<file path="src/rtl/spi_master_tx.sv">
// spi_master_tx: SPI mode-0 (CPOL=0, CPHA=0) byte transmitter, MSB first, all timing from clk.
// Define SPI_MASTER_BURST_EN to chain bytes inside one cs window; undefined gives one frame per byte.
module spi_master_tx #(
  parameter int SCK_HALF = 8,
  parameter int CS_GAP   = 4
) (
  input  logic       clk,
  input  logic       reset,
  input  logic       tx_valid,
  input  logic [7:0] tx_data,
  output logic       tx_ready,
  output logic       tx_done,
  output logic       busy,
  output logic       sck,
  output logic       cs,
  output logic       mosi
);

`ifdef SPI_MASTER_BURST_EN
  localparam bit BURST = 1'b1;
`else
  localparam bit BURST = 1'b0;
`endif

  localparam int DIV_W = $clog2(SCK_HALF + 1);
  localparam logic [DIV_W-1:0] DIV_LAST = DIV_W'(SCK_HALF - 1);
  localparam logic [7:0]       GAP_LAST = 8'(CS_GAP - 1);

  typedef enum logic [2:0] {IDLE, SETUP, SHIFT_HI, SHIFT_LO, HOLD, GAP} state_t;

  state_t           r_state, w_stateNext;
  logic [DIV_W-1:0] r_div;
  logic [7:0]       r_gap;
  logic [2:0]       r_bitCnt, w_bitCntNext;
  logic [7:0]       r_shift, w_shiftNext;
  logic             r_sck, w_sckNext;
  logic             r_cs, w_csNext;
  logic             r_done, w_doneNext;
  logic             r_busy, w_busyNext;
  logic             r_armed;
  logic             w_divEnd, w_gapEnd, w_burstSlot, w_accept;

  assign w_divEnd    = (r_div == DIV_LAST);
  assign w_gapEnd    = (r_gap == GAP_LAST);
  assign w_burstSlot = BURST && (r_state == HOLD) && w_divEnd;
  // r_armed keeps tx_ready low until the first edge after reset is released
  assign tx_ready    = r_armed && ((r_state == IDLE) || w_burstSlot);
  assign w_accept    = tx_valid && tx_ready;

  assign sck     = r_sck;
  assign cs      = r_cs;
  assign mosi    = r_shift[7];
  assign tx_done = r_done;
  assign busy    = r_busy;

  always_ff @(posedge clk or posedge reset) begin
    if (reset) r_state <= IDLE;
    else       r_state <= w_stateNext;
  end

  always_comb begin
    w_stateNext = r_state;
    unique case (r_state)
      IDLE:     if (w_accept) w_stateNext = SETUP;
      SETUP:    if (w_divEnd) w_stateNext = SHIFT_HI;
      SHIFT_HI: if (w_divEnd) w_stateNext = (r_bitCnt != 3'd7) ? SHIFT_LO : HOLD;
      SHIFT_LO: if (w_divEnd) w_stateNext = SHIFT_HI;
      HOLD:     if (w_divEnd) w_stateNext = (w_burstSlot && w_accept) ? SETUP : GAP;
      GAP:      if (w_gapEnd) w_stateNext = IDLE;
      default:  w_stateNext = IDLE;
    endcase
  end

  always_comb begin
    w_sckNext    = r_sck;
    w_csNext     = r_cs;
    w_doneNext   = 1'b0;
    w_busyNext   = r_busy;
    w_shiftNext  = r_shift;
    w_bitCntNext = r_bitCnt;
    unique case (r_state)
      IDLE: if (w_accept) begin
        w_csNext     = 1'b0;
        w_busyNext   = 1'b1;
        w_shiftNext  = tx_data;
        w_bitCntNext = 3'd0;
      end
      SETUP: if (w_divEnd) w_sckNext = 1'b1;
      SHIFT_HI: if (w_divEnd) begin
        w_sckNext = 1'b0;
        if (r_bitCnt != 3'd7) w_shiftNext = {r_shift[6:0], 1'b0};
      end
      SHIFT_LO: if (w_divEnd) begin
        w_sckNext    = 1'b1;
        w_bitCntNext = r_bitCnt + 3'd1;
      end
      HOLD: if (w_divEnd) begin
        w_doneNext = 1'b1;
        // A burst reload keeps cs low and puts the next byte's MSB on mosi
        if (w_burstSlot && w_accept) begin
          w_shiftNext  = tx_data;
          w_bitCntNext = 3'd0;
        end else begin
          w_csNext    = 1'b1;
          w_shiftNext = 8'h00;
        end
      end
      GAP: if (w_gapEnd) w_busyNext = 1'b0;
      default: ;
    endcase
  end

  always_ff @(posedge clk or posedge reset) begin
    if (reset) begin
      r_div    <= '0;
      r_gap    <= '0;
      r_bitCnt <= '0;
      r_shift  <= '0;
      r_sck    <= 1'b0;
      r_cs     <= 1'b1;
      r_done   <= 1'b0;
      r_busy   <= 1'b0;
      r_armed  <= 1'b0;
    end else begin
      r_armed  <= 1'b1;
      if ((w_stateNext != r_state) || (r_state == IDLE) || (r_state == GAP)) r_div <= '0;
      else                                                                 r_div <= r_div + DIV_W'(1);
      if ((r_state == GAP) && (w_stateNext == GAP)) r_gap <= r_gap + 8'd1;
      else                                          r_gap <= 8'd0;
      r_bitCnt <= w_bitCntNext;
      r_shift  <= w_shiftNext;
      r_sck    <= w_sckNext;
      r_cs     <= w_csNext;
      r_done   <= w_doneNext;
      r_busy   <= w_busyNext;
    end
  end

endmodule

</file>
<file path="config.mk">
export PLATFORM = sky130hd
export DESIGN_NAME = spi_master_tx
export DESIGN_NICKNAME = d
export VERILOG_FILES = /design/src/rtl/spi_master_tx.sv
export SDC_FILE = /design/constraint.sdc
export NUM_CORES = 1
export LEC_CHECK = 0
export BUFFER_PORTS_ARGS = -buffer_cell sky130_fd_sc_hd__buf_2
export CAP_MARGIN = 20
export CORE_MARGIN = 5
export CORE_UTILIZATION = 59
export CTS_CLUSTER_DIAMETER = 60
export DETAILED_ROUTE_END_ITERATION = 10
export PLACE_DENSITY_LB_ADDON = 0.08
export SYNTH_ARGS = -nofsm -noshare
export SYNTH_HDL_FRONTEND = slang
export SYNTH_SLANG_ARGS = --single-unit
</file>
<file path="constraint.sdc">
create_clock -name clk -period 3.3 [get_ports clk]
set_clock_uncertainty 0.2 [all_clocks]
set_input_delay 0.165 -clock clk [delete_from_list [all_inputs] [get_ports clk]]
set_output_delay 0.165 -clock clk [all_outputs]
set_load 0.005 [all_outputs]
</file>
* Word level (Yosys, flattened, before mapping)
Index checks and enable logic that the tools add are counted.
Cells by class: order comparisons 0, shift operators 0, reduce and logical (&&, ||, !) cells 17, equality and inequality tests 17, bitwise logic cells 0, add/sub/neg operators 3, multiplexer cells 27, div/mod/pow operators 0, multipliers 0
Operators by type and width (count):
- $mux W8 | 5
- $mux W3 | 8
- $pmux W8 S3 | 1
- $pmux W3 S5 | 1
- $ne A2 B2 Y1 const B | 6
- $reduce_and A3 Y1 | 4
- $eq A3 B3 Y1 const B | 3
- $add A8 B1 Y8 const B | 1
- $eq A8 B2 Y1 const B | 1
- $reduce_bool A2 Y1 | 4
- $mux W1 | 7
- $eq A3 B2 Y1 const B | 2
- $pmux W1 S2 | 3
- $pmux W3 S2 | 1
- $reduce_and A5 Y1 | 1
- $add A4 B1 Y4 const B | 1
- $eq A4 B3 Y1 const B | 1
- $mux W4 | 1
- $add A3 B1 Y3 const B | 1
- $eq A3 B1 Y1 const B | 1
- $logic_and A1 B1 Y1 | 3
- $logic_not A3 Y1 | 1
- $ne A3 B3 Y1 | 1
- $ne A3 B3 Y1 const B | 1
- other kinds (4) | 5
Storage, ports and cells: memories 0, input bits 11, register bits 31, memory bits (writable) 0, latch bits 0, ROM bits 0

* Depth between registers and ports, before layout
Gate-level depths: netlist of run 1.
depth in word-level cells 9, mapped depth 6

* Worst setup path before layout of run 1
OpenSTA, ideal clock, no wires.
path kind register -> register, start point register r_bitCnt[0], end point register r_shift[1], cell stages (with the launch flop) 7, slack 1216 ps, data arrival time 1759 ps, setup time 125 ps, clock period less this slack 2084 ps, path through dfrtp_1 ha_1 ha_1 or3b_1 a21oi_2 o21ai_4 mux2_4
On the way: word-level cells in the longest chain between the ends 3
RTL lines:
- start, declared | RTL line 34 | logic [2:0] r_bitCnt, w_bitCntNext;
- start signal, assigned | RTL line 130 | r_bitCnt <= w_bitCntNext;
- $ne A3 B3 Y1 | RTL line 91 | if (r_bitCnt != 3'd7) w_shiftNext = {r_shift[6:0], 1'b0};
- $ne A2 B2 Y1 (no source line)
- $reduce_and A5 Y1 (no source line)
- end signal, assigned | RTL line 131 | r_shift <= w_shiftNext;
- end, declared | RTL line 35 | logic [7:0] r_shift, w_shiftNext;
Every way passes these cells. A chain may end at the register's enable or synchronous reset.

* Worst setup path after layout of run 1
Ends and elaborated chain as after synthesis.

==> impl_metrics.ini, run 1 <==
[setup_path]
r2r_end = r_shift[1]
rrSetupSlack_ps = 1130
max_stage_delay_ps = 400
cp-start-kind = flip-flop
arrival_ps = 2200
worstSetupEndpointType = flip-flop
cp_common_cell = ha_1
critical_path.max_fanout = 8
crit_cells = 6
rr_worst_depth = 6
critPathSlowestCell = dfrtp_1
path_class = reg -> reg
crit_buf_inv = 0
path_delay_family = adder cells
critPathRequiredTime_ps = 3330
timing.rr.start = r_bitCnt[0]
path_cells = ha_1, ha_1, or3b_1, a21oi_2, o21ai_4, mux2_4

[status]
status = finished clean

[min_path]
hold_class = in -> reg
min_to = r_shift[1]
hp-start = tx_data[1]
min_path_cells = 3

[final_layout]
post-route-util = 0.726
seq_area_sq_um = 777
drive_gt1_frac = 0.217
fill_cells = 183
nets = 180
multi_input_area_sq_um = 722
postLayoutCellArea_sq_mm = 0.00181
diodes = 0
syn2layout_area_growth_pct = 16.4

[synthesis]
synth.area.top_cells = dfrtp_1 (48%), mux2_4 (6.7%), a22o_1 (5.1%)
yosysMostFrequentCell = dfrtp_1
avgSynthCellArea_sq_um = 11.3
synth_common_cells = dfrtp_1 (30), nor2_1 (12), a22o_1 (9)
synth_fp_nets = 153
synthFlopType = dfrtp_1
synth_cell_type_count = 44
netlist_area_sq_mm = 0.00156
syn_inst = 138
yosysTopAreaCellShare = 0.482
synth_edf_count = 0
ys_seq_elements = 31
ys_seq_area_frac = 0.498
yosysTopAreaCell = dfrtp_1
synthArstFlopShare = 1.00
yosysWarnings = 0

[floorplan]
coreArea_sq_mm = 0.00250
die_w_um = 61.4
num_rows = 18
initial_core_util = 0.624
io_pins = 17
die_area_sq_mm = 0.00377
die_h_um = 61.4

[drt]
drcViolationCount = 0
wl_per_cell_um = 14.8
route.vias.total = 1101
drtAntennaViolNets = 0
drt_iter0_drc = 49
drt_pre_antenna_iters = 4
avgViaCountPerCell = 5.62
wl_um = 2900

[clock_network]
clock_tree.root_cell = clkbuf_4
cts_resized = 0
clk_path_buf_depth = 2
clock-sinks = 31
clk_latency_ps = 330
tritoncts = yes
cts_buffers = 5
h-tree-depth = 2
clkTransAtPathRegs_ps = 100

[power_and_ir_drop]
p_int_uw = 775
seqPwrFrac = 0.507
leakagePower_nw = 0.912
power_frac_clock = 0.200
switchingPower_uw = 354
switching_share = 0.314
p_comb_frac = 0.293
ir_drop_mv = 0.562
cellPowerDensity_mw_per_mm2 = 622

[timing]
grt_setup_unrepaired = no
min_period_ps = 2170
period_share = 0.658
setup_tns_ps = 0
max_freq_ghz = 0.460
setup_viol_count_final = 0
hold_viol_final = 0
finalMaxSlewViolations = 0

[global_route]
grt_pass1_vias = 1161
grt_pass1_wl_um = 4870
grt_max_degree = 23
grt-ovfl-total = 0
antenna_found_initial = 0
grt_use_total = 0.180

[place]
place_area_sq_mm = 0.00167
post-dp-hpwl_um = 2010
place_congestion = 0.768
io_buffers = 16

[run]
maxCapViolCount = 0
-- logic make-up (layout without fill, tap and decap cells) --
| family | count (synthesis) | in the layout | share of synthesized area |
|---|---|---|---|
| mux | 10 | 10 | 0.0867 |
| compound gates | 28 | 28 | 0.142 |
| flops | 31 | 31 | 0.498 |
| xor+xnor | 8 | 8 | 0.0449 |
| other cells | 1 | 1 | 0.00241 |
| simple gates | 43 | 43 | 0.155 |
| fa+ha+maj | 4 | 4 | 0.0321 |
| buf+inv | 13 | 41 | 0.0385 |
-- final cells by class --
class,instances,share of cell area
clock buffers,7,0.0303
clock inverters,1,0.00276
inverters,8,0.0166
multi-input cells,94,0.398
flip-flops and latches,31,0.428
well taps,30,0.0207
repair buffers,25,0.103
-- tightest hold or removal path, stage by stage --
cell and delay, ps:
buf_2 80, a22o_1 130, mux2_4 140
-- metal layers --
| metal | share of wire | track usage |
|---|---|---|
| met1 | 0.45 | 0.203 |
| met2 | 0.48 | 0.314 |
| met3 | 0.045 | 0.0398 |
| met4 | 0.025 | 0.103 |
| met5 | 0 | 0 |
-- power by group through the flow --
stage | logic (mW) | clock network [mW] | registers (mW)
2_1_floorplan | 0.274 | 0 | 0.543
3_3_place_gp | 0.306 | 0 | 0.572
3_5_place_dp | 0.324 | 0 | 0.579
4_1_cts | 0.333 | 0.232 | 0.571
5_1_grt | 0.374 | 0.247 | 0.586
6_report | 0.330 | 0.226 | 0.573
-- flip-flops by register name (all words and copies together), names as in the netlist --
| register | flops |
|---|---|
| r_div | 4 |
| cs | 1 |
| tx_done | 1 |
| r_gap | 8 |
| r_state | 3 |
| r_bitCnt | 3 |
| busy | 1 |
| r_shift | 8 |
| r_armed | 1 |
| sck | 1 |
-- layout by cell type, fill, tap and decap left out, types with 3 or more instances in the layout --
master / Yosys / final
nand3_1: 7 / 7
a211oi_1: 3 / 3
nand2_1: 6 / 6
a21o_1: 3 / 3
xor2_1: 5 / 5
ha_1: 4 / 4
dfrtp_1: 30 / 30
mux2i_1: 3 / 3
nor2_1: 12 / 12
and2_1: 3 / 3
dlygate4sd3_1: 0 / 8
o21ai_0: 3 / 3
buf_2: 3 / 16
clkbuf_4: 0 / 5
xnor2_1: 3 / 3
inv_1: 8 / 8
mux2_4: 7 / 7
a22o_1: 9 / 9
-- stage by stage --
| stage | instances | hold slack [ps] | power, mW | setup WS [ps] |
|---|---|---|---|---|
| floorplan | 138 | 67.8 | 0.817 | 1220 |
| global placement | 179 | 197 | 0.878 | 1160 |
| detailed placement | 180 | -20.8 | 0.903 | 1110 |
| CTS | 196 | 6.43 | 1.14 | 1110 |
| global route | 196 | 3.14 | 1.21 | 1030 |
| finish | 196 | 8.97 | 1.13 | 1130 |
-- worst max-delay path by stage --
stage / from / end
after floorplan: r_bitCnt[0] / r_shift[1]
final: r_bitCnt[0] / r_shift[1]
after global placement: r_bitCnt[0] / r_shift[3]
after global routing: r_bitCnt[0] / r_shift[3]
after CTS: r_bitCnt[0] / r_shift[1]
after detailed placement: r_bitCnt[0] / r_shift[1]
-- what timing repair did --
| action | 4_1_cts | 5_1_grt |
|---|---|---|
| hold buffers | 8 | 0 |
| setup buffers | 0 | 0 |
| hold endpoints to repair | 37 | 0 |
No activity file was read; power rests on OpenSTA's default activity.
==> run 2: changes to the inputs <==
Settings changed: CORE_UTILIZATION 59 to 51.
Clock period 3.3 ns to 1.95 ns, I/O delays scaled along.
==> run 2 against run 1 <==
  * The run now ends with negative setup slack left
  * Sequential share of layout area down 1.8 points
  * Non-clock buffer count is 10 higher
  * Core utilization is 9.4 points lower
  * Flip-flop and latch count unchanged
  * Via count is 2.8% higher
  * Sequential power grew 65%
  * Cell count rose by 6.6%
  * Register-to-register slack worse by 1200 ps
  * Critical endpoint unchanged
  * Highest routed layer unchanged
==> impl_metrics.ini, run 2 (synthesis results as in run 1) <==
[drt]
avgViaCountPerCell = 5.42
drt_iter0_drc = 55
drcViolationCount = 0
drt_pre_antenna_iters = 4
wl_um = 2900
route.vias.total = 1132
drtAntennaViolNets = 0
wl_per_cell_um = 13.9

[status]
status = finished, violations left
violations = negative setup slack

[floorplan]
die_area_sq_mm = 0.00426
io_pins = 17
die_h_um = 65.3
coreArea_sq_mm = 0.00300
die_w_um = 65.3
initial_core_util = 0.519
num_rows = 20

[global_route]
antenna_found_initial = 0
grt-ovfl-total = 0
grt_max_degree = 32
grt_pass1_vias = 1181
grt_pass1_wl_um = 5020
grt_use_total = 0.158

[power_and_ir_drop]
p_int_mw = 1.34
seqPwrFrac = 0.482
leakagePower_nw = 0.945
switchingPower_uw = 622
ir_drop_mv = 0.644
p_comb_frac = 0.339
switching_share = 0.317
power_frac_clock = 0.179
cellPowerDensity_mw_per_mm2 = 1040

[clock_network]
clk_path_buf_depth = 2
cts_setup_buffers = 0
clk_latency_ps = 340
clkTransAtPathRegs_ps = 90
tritoncts = yes
clock_tree.root_cell = clkbuf_4
cts_buffers = 5
h-tree-depth = 2
clock-sinks = 31

[setup_path]
crit_buf_inv = 0
path_class = reg -> reg
max_stage_delay_ps = 410
arrival_ps = 2090
worstSetupEndpointType = flip-flop
critical_path.max_fanout = 8
path_cells = ha_2, ha_4, or3b_4, a21oi_4, o21ai_4, mux2_4
cp-start-kind = flip-flop
critPathRequiredTime_ps = 1970
path_delay_family = simple AND/OR/NAND/NOR gates
critPathSlowestCell = or3b_4

[timing]
setup_tns_ps = -1100
setup_slack_ps = -117
min_period_ps = 2070
worstMarginPinSlew_ps = 533
slew_headroom = 0.643
hold_viol_final = 0
period_share = 1.06
finalMaxSlewViolations = 0
max_freq_ghz = 0.484
grt_setup_unrepaired = yes
holdWs_ps = 101
setup_viol_count_final = 11

[final_layout]
reg_top3 = r_gap (8), r_shift (8), r_div (4)
layout_common_cells = dfrtp_1 (30), buf_2 (16), nor2_1 (12)
diodes = 0
syn2layout_area_growth_pct = 21.6
layout_commonest_cell = dfrtp_1
drive_gt1_frac = 0.273
fin_cells = 209
nets = 190

[min_path]
hold_class = in -> reg

[place]
dp_cells = 192
place_congestion = 0.777
io_buffers = 16
post-dp-hpwl_um = 2090
post-place-ws_ps = -105

[run]
maxCapViolCount = 0
## run 2: cell count changes in the layout (fill, tap and decap cells not counted), sizes merged
cell | previous run | this run
buf | 17 | 26
dlygate4sd3 | 8 | 9
## run 2: worst paths after layout
path,start,to,slack [ps],cells after the start
worst min-delay path,tx_valid,r_state[0],100,4
max in group asynchronous,reset,cs,1060,4
worst max-delay path,r_bitCnt[1],r_shift[1],-120,6
worst max register to register,r_bitCnt[1],r_shift[1],-120,6
worst min register to register,r_div[0],r_div[0],280,1
min in group asynchronous,reset,r_gap[3],170,4
## run 2: per-layer routing
layer | part of all wire | up-vias | track usage | wire length (um)
met2 | 0.49 | 18 | 0.262 | 1430
met5 | 0 | - | 0 | 0
li1 | - | 558 | - | -
met1 | 0.44 | 551 | 0.177 | 1270
met4 | 0.023 | 0 | 0.0777 | 67
met3 | 0.044 | 5 | 0.0581 | 128
## run 2: per-stage QoR
stage	utilization	power, mW	area [sq um]
2_1_floorplan	-	1.41	1580
3_3_place_gp	0.583	1.58	1750
3_5_place_dp	0.583	1.61	1750
4_1_cts	0.630	1.98	1890
5_1_grt	0.631	2.12	1900
6_report	0.631	1.96	1900
## run 2: power groups by stage
stage / Sequential (mW) / Combinational [mW] / Clock [mW]
after global placement: 0.948 / 0.630 / 0
after detailed placement: 0.959 / 0.654 / 0
final: 0.945 / 0.665 / 0.352
after floorplan: 0.925 / 0.484 / 0
after global routing: 0.971 / 0.751 / 0.398
after CTS: 0.946 / 0.672 / 0.365
## run 2: worst register-to-register path, delay by kind of cell, from the launching register on
family	cells	cell delay, ps
compound gates	2	290
fa+ha+maj	2	350
flops	1	390
mux	1	320
simple gates	1	410
## run 2: area by class of cell
type | instances | area [sq um]
clock inverters | 1 | 5.00
well taps | 33 | 41.3
flip-flops and latches | 31 | 777
repair buffers | 35 | 245
fillers | 247 | 1110
inverters | 8 | 30.0
clock buffers | 7 | 45.0
multi-input cells | 94 | 752
## run 2: what timing repair did
action | 4_1_cts | 5_1_grt
cloned | 0 | 0
setup endpoints to repair | 11 | 13
resized for setup | 0 | 1
hold buffers | 9 | 0
endpoints found under the hold margin | 39 | 0
==> run 3: changes to the inputs <==
Clock period 1.95 ns to 1.8 ns, I/O delays scaled along.
==> run 3 against run 2 <==
  * The run still ends with negative setup slack left
  * Flip-flop and latch count stayed put
  * Routed wire length increased by 7.3%
  * Sequential share of layout area shrank 2.1 points
  * Clock power up 18%
  * First-iteration DRC count is 22% higher
  * Core utilization grew 3.6 points
  * Die area stayed put
  * Worst hold slack improved by 61 ps
  * Count of clock-buffer cells in the layout down 1
  * Combinational power increased by 25%
  * Critical endpoint is now r_shift[6]
==> impl_metrics.ini, run 3 (synthesis results as in run 1) <==
[drt]
drt_pre_antenna_iters = 4
drcViolationCount = 0
wl_per_cell_um = 14.3
route.vias.total = 1192
wl_um = 3110
avgViaCountPerCell = 5.49
drt_iter0_drc = 67
drtAntennaViolNets = 0

[final_layout]
fin_cells = 217
nets = 199
syn2layout_area_growth_pct = 28.5
postLayoutCellArea_sq_mm = 0.00200
post-route-util = 0.667
fill_cells = 244
layout_commonest_cell = dfrtp_1
layout_common_cells = dfrtp_1 (29), buf_4 (18), buf_2 (16)
diodes = 0
drive_gt1_frac = 0.342
reg_top3 = r_gap (8), r_shift (8), r_div (4)

[global_route]
grt_pass1_vias = 1271
grt_pass1_wl_um = 5660
grt_max_degree = 32
grt_use_total = 0.178
grt-ovfl-total = 0
antenna_found_initial = 0

[timing]
period_share = 1.16
holdWs_ps = 162
min_period_ps = 2080
max_freq_ghz = 0.481
setup_slack_ps = -281
hold_viol_final = 0
finalMaxSlewViolations = 0
setup_viol_count_final = 12
grt_setup_unrepaired = yes

[run]
maxCapViolCount = 0

[clock_network]
clk_latency_ps = 330
clk_path_buf_depth = 2
tritoncts = yes
clock-sinks = 31
cts_buffers = 5
clkTransAtPathRegs_ps = 100
h-tree-depth = 2
clock_tree.root_cell = clkbuf_4

[setup_path]
arrival_ps = 2110
timing.rr.start = r_bitCnt[1]
cp-start-kind = flip-flop
crit_path_end = r_shift[6]
rrSetupSlack_ps = -280
r2r_end = r_shift[6]
path_class = reg -> reg
rr_worst_depth = 6
worstSetupEndpointType = flip-flop
startpoint = r_bitCnt[1]
critPathRequiredTime_ps = 1830
critical_path.max_fanout = 8

[place]
post-dp-hpwl_um = 2150
io_buffers = 16
place_congestion = 0.813
post-place-ws_ps = -280
place_area_sq_mm = 0.00181
dp_cells = 200

[power_and_ir_drop]
ir_drop_mv = 0.812
cellPowerDensity_mw_per_mm2 = 1130
leakagePower_nw = 1.00

[status]
violations = negative setup slack
status = finished, violations left

[floorplan]
io_pins = 17
initial_core_util = 0.519
num_rows = 20
die_h_um = 65.3
coreArea_sq_mm = 0.00300
die_area_sq_mm = 0.00426
die_w_um = 65.3

[min_path]
hold_class = in -> async
-- run 3: area by class of cell --
type | instances | area [sq um] | share of cell area
multi-input combinational | 94 | 781 | 0.390
sequential | 31 | 778 | 0.389
timing repair buffer | 44 | 317 | 0.158
clock buffer | 6 | 51.3 | 0.0256
tap | 33 | 41.3 | 0.0206
inverter | 8 | 30.0 | 0.0150
clock inverter | 1 | 5.00 | 0.00250
-- run 3: routing by layer --
metal  track usage  part of all wire  routed length [um]
met1         0.202              0.44                1380
met2         0.306              0.51                1580
met3        0.0684             0.037                 116
met4        0.0544             0.012                  37
met5             0                 0                   0
-- run 3: repair_timing --
item,CTS,global route
pin swaps,1,1
hold endpoints to repair,39,0
hold buffers,9,0
setup buffers,1,0
setup endpoints to repair,16,25
gates resized for setup,3,5
-- run 3: worst min path at each step --
stage / end / slack (ps) / cells after the start
global route: r_gap[5] / 190 / 4
global placement: r_gap[7] / -20 / 3
CTS: r_shift[7] / 170 / 4
floorplan: busy / -7 / 1
detailed placement: r_shift[7] / -7 / 3
finish: r_shift[7] / 160 / 4
-- run 3: stage by stage --
stage | total power, mW | setup TNS [ps]
2_1_floorplan | 1.53 | -1910
3_3_place_gp | 1.76 | -2500
3_5_place_dp | 1.80 | -3040
4_1_cts | 2.26 | -3100
5_1_grt | 2.44 | -3930
6_report | 2.26 | -3130
-- run 3: worst max-delay path: stages (launching register included) --
cell	delay, ps
dfrtp_1	390
ha_2	210
ha_4	160
or3b_4	410
a21oi_4	160
o21ai_4	130
mux2_4	320
-- run 3: where the power goes --
part,internal (mW),total [mW],switching [mW]
Sequential,0.887,1.01,0.122
Combinational,0.476,0.832,0.356
Clock,0.181,0.417,0.236
